<file path="src/rtl/wb_pkg.sv">
// wb_pkg: writeback source encodings, load funct3 codes and default datapath width
package wb_pkg;
  localparam int DWIDTH = 32;
  typedef enum logic [1:0] {WB_ALU = 2'd0, WB_MEM = 2'd1, WB_PC4 = 2'd2} wbsel_e;
  localparam logic [2:0] F3_LB  = 3'd0;
  localparam logic [2:0] F3_LH  = 3'd1;
  localparam logic [2:0] F3_LW  = 3'd2;
  localparam logic [2:0] F3_LBU = 3'd4;
  localparam logic [2:0] F3_LHU = 3'd5;
endpackage

</file>
<file path="src/rtl/load_extract.sv">
// load_extract: combinational load data extraction (memdata, funct3, off -> sign/zero-extended data, misalign)
module load_extract
  import wb_pkg::*;
(
  input  logic [DWIDTH-1:0] memdata,
  input  logic [2:0]        funct3,
  input  logic [1:0]        off,
  output logic [DWIDTH-1:0] data,
  output logic              misalign
);
  logic [7:0]  b;
  logic [15:0] h;
  assign b = memdata[8*off +: 8];
  assign h = off[1] ? memdata[31:16] : memdata[15:0];
  assign data = funct3 == F3_LB  ? {{24{b[7]}}, b} :
                funct3 == F3_LBU ? {24'b0, b} :
                funct3 == F3_LH  ? {{16{h[15]}}, h} :
                funct3 == F3_LHU ? {16'b0, h} :
                funct3 == F3_LW  ? memdata : '0;
  assign misalign = (funct3 == F3_LH || funct3 == F3_LHU) ? off[0] :
                    funct3 == F3_LW ? |off : 1'b0;
endmodule

</file>
<file path="src/rtl/writeback_stage.sv">
// writeback_stage: MEM/WB register driving regfile write port (rd_o/datawb_o/regwren_o), valid_o/pc_o/misalign_o, 64-bit instret_o; WB_FORWARD_EN adds rs1/rs2 forwarding ports
module writeback_stage
  import wb_pkg::*;
#(
  parameter int DWIDTH = wb_pkg::DWIDTH,
  parameter int AWIDTH = 32
) (
  input  logic              clk,
  input  logic              rst,
  input  logic              valid_i,
  input  logic              stall_i,
  input  logic              flush_i,
  input  logic [AWIDTH-1:0] pc_i,
  input  logic [4:0]        rd_i,
  input  logic              regwren_i,
  input  logic [1:0]        wbsel_i,
  input  logic [2:0]        funct3_i,
  input  logic [DWIDTH-1:0] alu_res_i,
  input  logic [DWIDTH-1:0] memdata_i,
  output logic [4:0]        rd_o,
  output logic [DWIDTH-1:0] datawb_o,
  output logic              regwren_o,
  output logic              valid_o,
  output logic [AWIDTH-1:0] pc_o,
  output logic              misalign_o,
  output logic [63:0]       instret_o
`ifdef WB_FORWARD_EN
  ,
  input  logic [4:0]        rs1_i,
  input  logic [4:0]        rs2_i,
  output logic [DWIDTH-1:0] rs1_fwd_o,
  output logic [DWIDTH-1:0] rs2_fwd_o,
  output logic              rs1_hit_o,
  output logic              rs2_hit_o
`endif
);
  logic [DWIDTH-1:0] ld_data, wb_data;
  logic ld_mis, mis;
  load_extract u_ld (.memdata(memdata_i), .funct3(funct3_i), .off(alu_res_i[1:0]), .data(ld_data), .misalign(ld_mis));
  assign mis = valid_i & (wbsel_i == WB_MEM) & ld_mis;
  assign wb_data = wbsel_i == WB_ALU ? alu_res_i :
                   wbsel_i == WB_MEM ? ld_data :
                   wbsel_i == WB_PC4 ? DWIDTH'(pc_i + AWIDTH'(4)) : '0;
  always_ff @(posedge clk) begin
    if (rst) begin
      rd_o       <= '0;
      datawb_o   <= '0;
      regwren_o  <= 1'b0;
      valid_o    <= 1'b0;
      pc_o       <= '0;
      misalign_o <= 1'b0;
      instret_o  <= '0;
    end else if (flush_i) begin
      rd_o       <= '0;
      datawb_o   <= '0;
      regwren_o  <= 1'b0;
      valid_o    <= 1'b0;
      pc_o       <= '0;
      misalign_o <= 1'b0;
    end else if (!stall_i) begin
      rd_o       <= rd_i;
      datawb_o   <= wb_data;
      regwren_o  <= valid_i & regwren_i & (|rd_i) & ~mis;
      valid_o    <= valid_i;
      pc_o       <= pc_i;
      misalign_o <= mis;
      instret_o  <= instret_o + 64'(valid_i & ~mis);
    end
  end
`ifdef WB_FORWARD_EN
  assign rs1_hit_o = regwren_o & (rd_o == rs1_i);
  assign rs2_hit_o = regwren_o & (rd_o == rs2_i);
  assign rs1_fwd_o = rs1_hit_o ? datawb_o : '0;
  assign rs2_fwd_o = rs2_hit_o ? datawb_o : '0;
`endif
endmodule

</file>
<file path="config.mk">
export PLATFORM = sky130hd
export DESIGN_NAME = writeback_stage
export DESIGN_NICKNAME = d
export VERILOG_FILES = /design/src/rtl/wb_pkg.sv /design/src/rtl/load_extract.sv /design/src/rtl/writeback_stage.sv
export SDC_FILE = /design/constraint.sdc
export NUM_CORES = 1
export LEC_CHECK = 0
export CORE_MARGIN = 2
export CORE_UTILIZATION = 40
export DETAILED_ROUTE_END_ITERATION = 6
export GPL_TIMING_DRIVEN = 0
export MAX_ROUTING_LAYER = met4
export PLACE_DENSITY = 0.71
export SKIP_LAST_GASP = 1
export SLEW_MARGIN = 10
export SYNTH_ARGS = -nofsm -noshare
export SYNTH_HDL_FRONTEND = slang
export SYNTH_SLANG_ARGS = --single-unit
</file>
<file path="constraint.sdc">
create_clock -name clk -period 3.5 [get_ports clk]
set_clock_uncertainty 0.05 [all_clocks]
set_input_delay 0.35 -clock clk [delete_from_list [all_inputs] [get_ports clk]]
set_output_delay 0.35 -clock clk [all_outputs]
set_load 0.01 [all_outputs]
</file>
# After elaboration in Yosys (flattened, before gate mapping)
# Index checks and enable logic that the tools add are counted.
# op_classes
n_eq_ne,6
n_bitwise,10
n_reduce_logical,7
shift,1
addsub,2
mux,11
# op_table
cell,count
2-to-1 mux 32 bit,8
adder 64 bit,1
AND 1 x 64 -> 64 bit,1
NOT 1 -> 64 bit,1
adder 32 x 3 -> 32 bit (second input constant),1
variable part select 32 x 6 -> 8 bit,1
2-to-1 mux 16 bit,1
== test 3 bit (second input constant),2
AND 1 bit,5
OR reduction 5 bit,1
OR reduction 2 bit,2
== test 3 x 1 -> 1 bit (second input constant),1
== test 3 x 2 -> 1 bit (second input constant),1
zero test 3 bit,1
NOT 1 bit,3
== test 2 x 1 -> 1 bit (second input constant),1
== test 2 bit (second input constant),1
zero test 2 bit,1
2-to-1 mux 1 bit,2
AND reduction 2 bit,1
logical OR 1 bit,1
# word_totals
output_inout_bits,136
input_bits,112
reg_bits,136
word_cells,44

# Depth between registers and ports, before layout
# logic_depth
word_depth,8
depth_mapped,15
depth_no_buf,11

# Modules after synthesis
# Synthesis repeated with hierarchy kept, for this count alone.
# unflattened
hier_cells,933
hier_area_um2,7674.9
# by_module_without_submodules
mod,instances,cells_per_inst,area_each_um2
writeback_stage,1,827,6880.3
load_extract,1,106,794.5

# Worst setup path before layout
# OpenSTA, ideal clock, no wires.
# synth_path
kind,input-to-reg
start,in funct3_i[2]
end,reg instret_o[50]
path_slack_ns,0.521
n_path_buf,3
stages,14
arrival_ns,2.858
required_time_ns,3.380
path_cell_list,clkbuf_1 nor2b_1 clkbuf_1 o211ai_1 a21o_1 and2_1 ha_1 ha_1 nand4bb_4 nor4_4 buf_6 nand3_4 or4_1 a21oi_1
# synth_between
elab_chain_len,7
# synth_rtl
element,line_no,text
"start, declared",writeback_stage.sv:17,"input logic [2:0] funct3_i,"
== test 3 x 2 -> 1 bit (tied with other cells),load_extract.sv:21,funct3 == F3_LW ? |off : 1'b0;
2-to-1 mux 1 bit / logical OR 1 bit (equally long branches),"load_extract.sv:21, load_extract.sv:20",
2-to-1 mux 1 bit *,load_extract.sv:20,assign misalign = (funct3 == F3_LH || funct3 == F3_LHU) ? off[0] :
AND 1 bit *,writeback_stage.sv:40,assign mis = valid_i & (wbsel_i == WB_MEM) & ld_mis;
NOT 1 -> 64 bit *,writeback_stage.sv:67,instret_o <= instret_o + 64'(valid_i & ~mis);
AND 1 x 64 -> 64 bit *,writeback_stage.sv:67,
adder 64 bit *,writeback_stage.sv:67,
"end signal, assigned",writeback_stage.sv:67,
"end, declared",writeback_stage.sv:26,output logic [63:0] instret_o
# Mark *: on every way between the ends. The rest lies on a longest branch, timed or not.
# A chain may end at the register's enable or synchronous reset.

# Worst setup path after layout
# layout_path
start,in alu_res_i[1]
end,reg instret_o[31]
# layout_between
elab_chain_len,7
# layout_rtl
element,line_no,text
"start, declared",writeback_stage.sv:18,"input logic [DWIDTH-1:0] alu_res_i,"
OR reduction 2 bit,load_extract.sv:21,
2-to-1 mux 1 bit,load_extract.sv:21,
2-to-1 mux 1 bit,load_extract.sv:20,
AND 1 bit,writeback_stage.sv:40,
NOT 1 -> 64 bit,writeback_stage.sv:67,
AND 1 x 64 -> 64 bit,writeback_stage.sv:67,
adder 64 bit,writeback_stage.sv:67,
# No other way between the ends.

==> run_results.csv <==
group,metric,value,unit
synthesis,synth_flop_cell,"sky130_fd_sc_hd__dfxtp_1",
pwr,power.share.clock,44.6,%
detailed_routing,route.detailed.drc,0,
timing,finalSetupViolations,0,
global_routing,global_route_wire_length_before_repair,43.3,mm
synthesis,synth-edff-count,0,
cells_and_area,fillers,1680,
synthesis,synth.lib_cells_used.distinct,73,
timing,final_hold_viol_count,0,
critical_path,critPathLaunchType,"primary input",
pwr,power.density,358,nW/um^2
global_routing,grt_pass1_vias,7862,
timing,period_minus_slack,3.25,ns
cells_and_area,post_layout_nets,1283,
timing,slew_headroom,36.9,%
pwr,netSwitchingFraction,28.3,%
critical_path,worst_ep_arrival_time,3.50,ns
floorplanning,die-width,142,microns
clock_network,cts.repair_timing.setup_buffer_count,0,
timing,fin_ws,0.251,ns
synthesis,syn_inst,905,
clock_network,tritoncts,"yes",
detailed_routing,route.detailed.wl_per_inst,19.8,microns
global_routing,grt_use_total,28.3,%
synthesis,seq_area_frac_synth,35.7,%
detailed_routing,vias,8223,
timing,post-route-period-util,92.8,%
critical_path,timing.critical_path.fanout_max,10,
placed_design,hpwl,21.9,mm
critical_path,crit_required,3.75,ns
pwr,power_leakage,0.00374,uW
timing,slew_viol_final,0,
synthesis,synth_warnings,0,
synthesis,postSynthRegisterBits,136,
pwr,internal_power,2810,uW
clock_network,cts.path.max_buffers,2,
detailed_routing,drt-initial-drc-count,566,
floorplanning,die_area,20200,sq um
synthesis,avgSynthCellArea,8.42,sq um
clock_network,tritoncts_num_sinks,136,
detailed_routing,drt_pass1_iterations,5,
synthesis,synth.top_cell.area_share,35.7,%
synthesis,synth_async_sr_flop_share,0,%
clock_network,cts_inserted_buffers,17,
floorplanning,core_area,18700,sq um
placed_design,buffer_ports.inserted,244,
synthesis,synthesis.nets,1020,
pwr,design_power_total,3920,uW
global_routing,grt_antenna_before_repair,2,
cells_and_area,flow.area_growth_from_synthesis,43.8,%
floorplanning,floorplan.initialDensity,40.7,%
floorplanning,placementRows,50,
global_routing,globalRoute.totalOverflow,0,
outcome,run_status,"completed",
detailed_routing,drt_wl_total,28.1,mm
clock_network,clock_insertion_delay_worst_skew,0.43,ns
critical_path,cp_capture_type,"register",
cells_and_area,drive_gt1_share,7.03,%
synthesis,synthDominantAreaCellType,"sky130_fd_sc_hd__dfxtp_1",
floorplanning,die_y,142,microns
clock_network,htreeDepth,4,
clock_network,clkSlewWorstSetupHoldPaths,0.06,ns
pwr,power.sequential.fraction,40.6,%
critical_path,critical_path_class,"primary input to register",
placed_design,post-place-ws,-0.550,ns
pwr,power.combinational.fraction,14.8,%
floorplanning,top_level_ports,248,
pwr,power_switching,1110,uW
run,drv.max_cap_violation_count,0,
synthesis,syn-cell-area,7620,sq um
clock_network,hold_fix_buffers_at_cts,0,
clock_network,clock_tree.root_cell,"sky130_fd_sc_hd__clkbuf_16",
synthesis,synth.area.top_cells,"sky130_fd_sc_hd__dfxtp_1 (36%), sky130_fd_sc_hd__mux2i_1 (6.7%), sky130_fd_sc_hd__nor2_1 (5.3%)",
timing,achievable-frequency,308,MHz
detailed_routing,final_antenna_net_count,0,
cells_and_area,finalCoreUtilization,58.5,%
detailed_routing,viasPerCell,5.80,
pwr,ir_worst_vdd,0.000378,V
global_routing,pin_count_of_the_biggest_net_entering_global_routing,17,
worst_hold_path,worstHoldPathType,"primary input to register",
timing,setup_total_negative_slack,0,ns
placed_design,place.gp.congestion,0.981,
timing,timing_worst_slew_pin_value,0.944,ns
timing,rsz_0062_raised_after_global_routing,"false",
==> routing by layer <==
| metal | vias up | part of all wire [%] | global-route usage (%) |
|---|---|---|---|
| met3 | 63 | 7.1 | 6.76 |
| met4 | 0 | 3.6 | 11.8 |
| met1 | 3893 | 42 | 35.0 |
| met5 | - | 0 | - |
| met2 | 356 | 47 | 44.5 |
| li1 | 3911 | - | - |
==> synthesized netlist by cell type, types with 5 or more instances <==
master / instances
sky130_fd_sc_hd__a21oi_1: 65
sky130_fd_sc_hd__a221oi_1: 9
sky130_fd_sc_hd__a31oi_1: 8
sky130_fd_sc_hd__and2_1: 8
sky130_fd_sc_hd__and3_1: 7
sky130_fd_sc_hd__and4_1: 15
sky130_fd_sc_hd__buf_1: 5
sky130_fd_sc_hd__buf_2: 7
sky130_fd_sc_hd__clkbuf_1: 42
sky130_fd_sc_hd__dfxtp_1: 136
sky130_fd_sc_hd__inv_1: 13
sky130_fd_sc_hd__mux2_2: 6
sky130_fd_sc_hd__mux2i_1: 51
sky130_fd_sc_hd__mux4_2: 7
sky130_fd_sc_hd__nand2_1: 62
sky130_fd_sc_hd__nand3_1: 28
sky130_fd_sc_hd__nand4_1: 37
sky130_fd_sc_hd__nor2_1: 107
sky130_fd_sc_hd__nor2b_1: 7
sky130_fd_sc_hd__nor3_1: 12
sky130_fd_sc_hd__nor4_1: 12
sky130_fd_sc_hd__o211ai_1: 21
sky130_fd_sc_hd__o21ai_0: 54
sky130_fd_sc_hd__o221ai_1: 7
sky130_fd_sc_hd__o31ai_1: 19
sky130_fd_sc_hd__or3_1: 13
sky130_fd_sc_hd__or4_1: 20
sky130_fd_sc_hd__xnor2_1: 25
sky130_fd_sc_hd__xor2_1: 29
==> kinds of logic after synthesis <==
kind of cell	count (synthesis)	synth area share [%]
DFF	136	35.7
buffers and inverters	73	4.15
AOI/OAI and AO/OA	221	18.7
adders and majority gates	3	0.493
and+or+nand+nor	353	24.9
muxes	65	9.80
xor gates and xnor gates	54	6.21
==> worst max-delay path, cell delays in order <==
cell,delay [ns]
sky130_fd_sc_hd__clkdlybuf4s50_1,0.49
sky130_fd_sc_hd__buf_2,0.26
sky130_fd_sc_hd__clkbuf_4,0.29
sky130_fd_sc_hd__o211ai_1,0.12
sky130_fd_sc_hd__a21o_1,0.22
sky130_fd_sc_hd__and2_1,0.17
sky130_fd_sc_hd__ha_1,0.18
sky130_fd_sc_hd__and2_1,0.18
sky130_fd_sc_hd__and4_1,0.19
sky130_fd_sc_hd__buf_4,0.17
sky130_fd_sc_hd__nand4_4,0.14
sky130_fd_sc_hd__buf_2,0.23
sky130_fd_sc_hd__buf_2,0.28
sky130_fd_sc_hd__xor2_1,0.17
sky130_fd_sc_hd__nor2_1,0.05
==> what timing repair did <==
item | 4_1_cts | 5_1_grt
resized for setup | 1 | 10
hold endpoints to repair | 0 | 0
pin swaps | 0 | 1
setup endpoints to repair | 7 | 18
==> placed cells by master, fill, tap and decap left out, drive strengths merged, types with 4 or more instances in the layout <==
| cell | count |
|---|---|
| clkinv | 4 |
| and3 | 9 |
| and2 | 9 |
| or2 | 5 |
| clkdlybuf4s50 | 244 |
| buf | 16 |
| mux2 | 7 |
| a211oi | 4 |
| a32oi | 4 |
| o21ai | 54 |
| nor2 | 107 |
| mux4 | 7 |
| o211ai | 21 |
| or3 | 13 |
| mux2i | 51 |
| a221oi | 9 |
| a22oi | 4 |
| o221ai | 8 |
| xor2 | 29 |
| a21oi | 65 |
| nor2b | 7 |
| clkbuf | 61 |
| nor4 | 14 |
| a31oi | 8 |
| nor3 | 12 |
| nand2 | 62 |
| nand4 | 39 |
| o31ai | 19 |
| or4 | 20 |
| and4 | 16 |
| a221o | 4 |
| dfxtp | 136 |
| inv | 23 |
| xnor2 | 25 |
| nand3 | 30 |
==> layout make-up <==
type	count	area [sq um]	area share, %
antenna	3	7.51	0.0685
buffer	59	272	2.48
clock buffer	18	439	4.01
clock inverter	14	129	1.18
inverter	14	52.6	0.480
multi-input combinational	696	4590	42.0
sequential	136	2720	24.9
tap	234	293	2.67
timing repair buffer	244	2440	22.3
==> path summary, 6_finish.rpt <==
path	endpoint	slack, ns	cells past startpoint	start
max	instret_o[31]$_SDFFE_PP0P_	0.25	15	alu_res_i[1]
min	pc_o[11]$_SDFFE_PP0N_	0.37	3	pc_i[11]
max reg2reg	instret_o[49]$_SDFFE_PP0P_	1.15	7	instret_o[7]$_SDFFE_PP0P_
min reg2reg	misalign_o$_SDFFE_PP0N_	0.41	2	misalign_o$_SDFFE_PP0N_
==> power groups by stage <==
| stage | Sequential [uW] | Clock (uW) | Combinational [uW] |
|---|---|---|---|
| 2_1_floorplan | 1640 | 0 | 242 |
| 3_3_place_gp | 1630 | 0 | 570 |
| 3_5_place_dp | 1630 | 0 | 572 |
| 4_1_cts | 1590 | 1770 | 575 |
| 5_1_grt | 1600 | 1830 | 618 |
| 6_report | 1590 | 1750 | 581 |
==> registers in the layout (all words and copies together), names as in the netlist <==
signal	flops
regwren_o	1
rd_o	5
valid_o	1
misalign_o	1
instret_o	64
datawb_o	32
pc_o	32
==> metrics by stage <==
stage,hold slack [ns],std cells,area [sq um]
floorplan,0.436,905,7620
global placement,0.400,1383,10400
detailed placement,0.404,1383,10400
CTS,0.343,1415,10900
global route,0.418,1417,10900
finish,0.368,1418,11000
(Power assumes the default switching activity.)
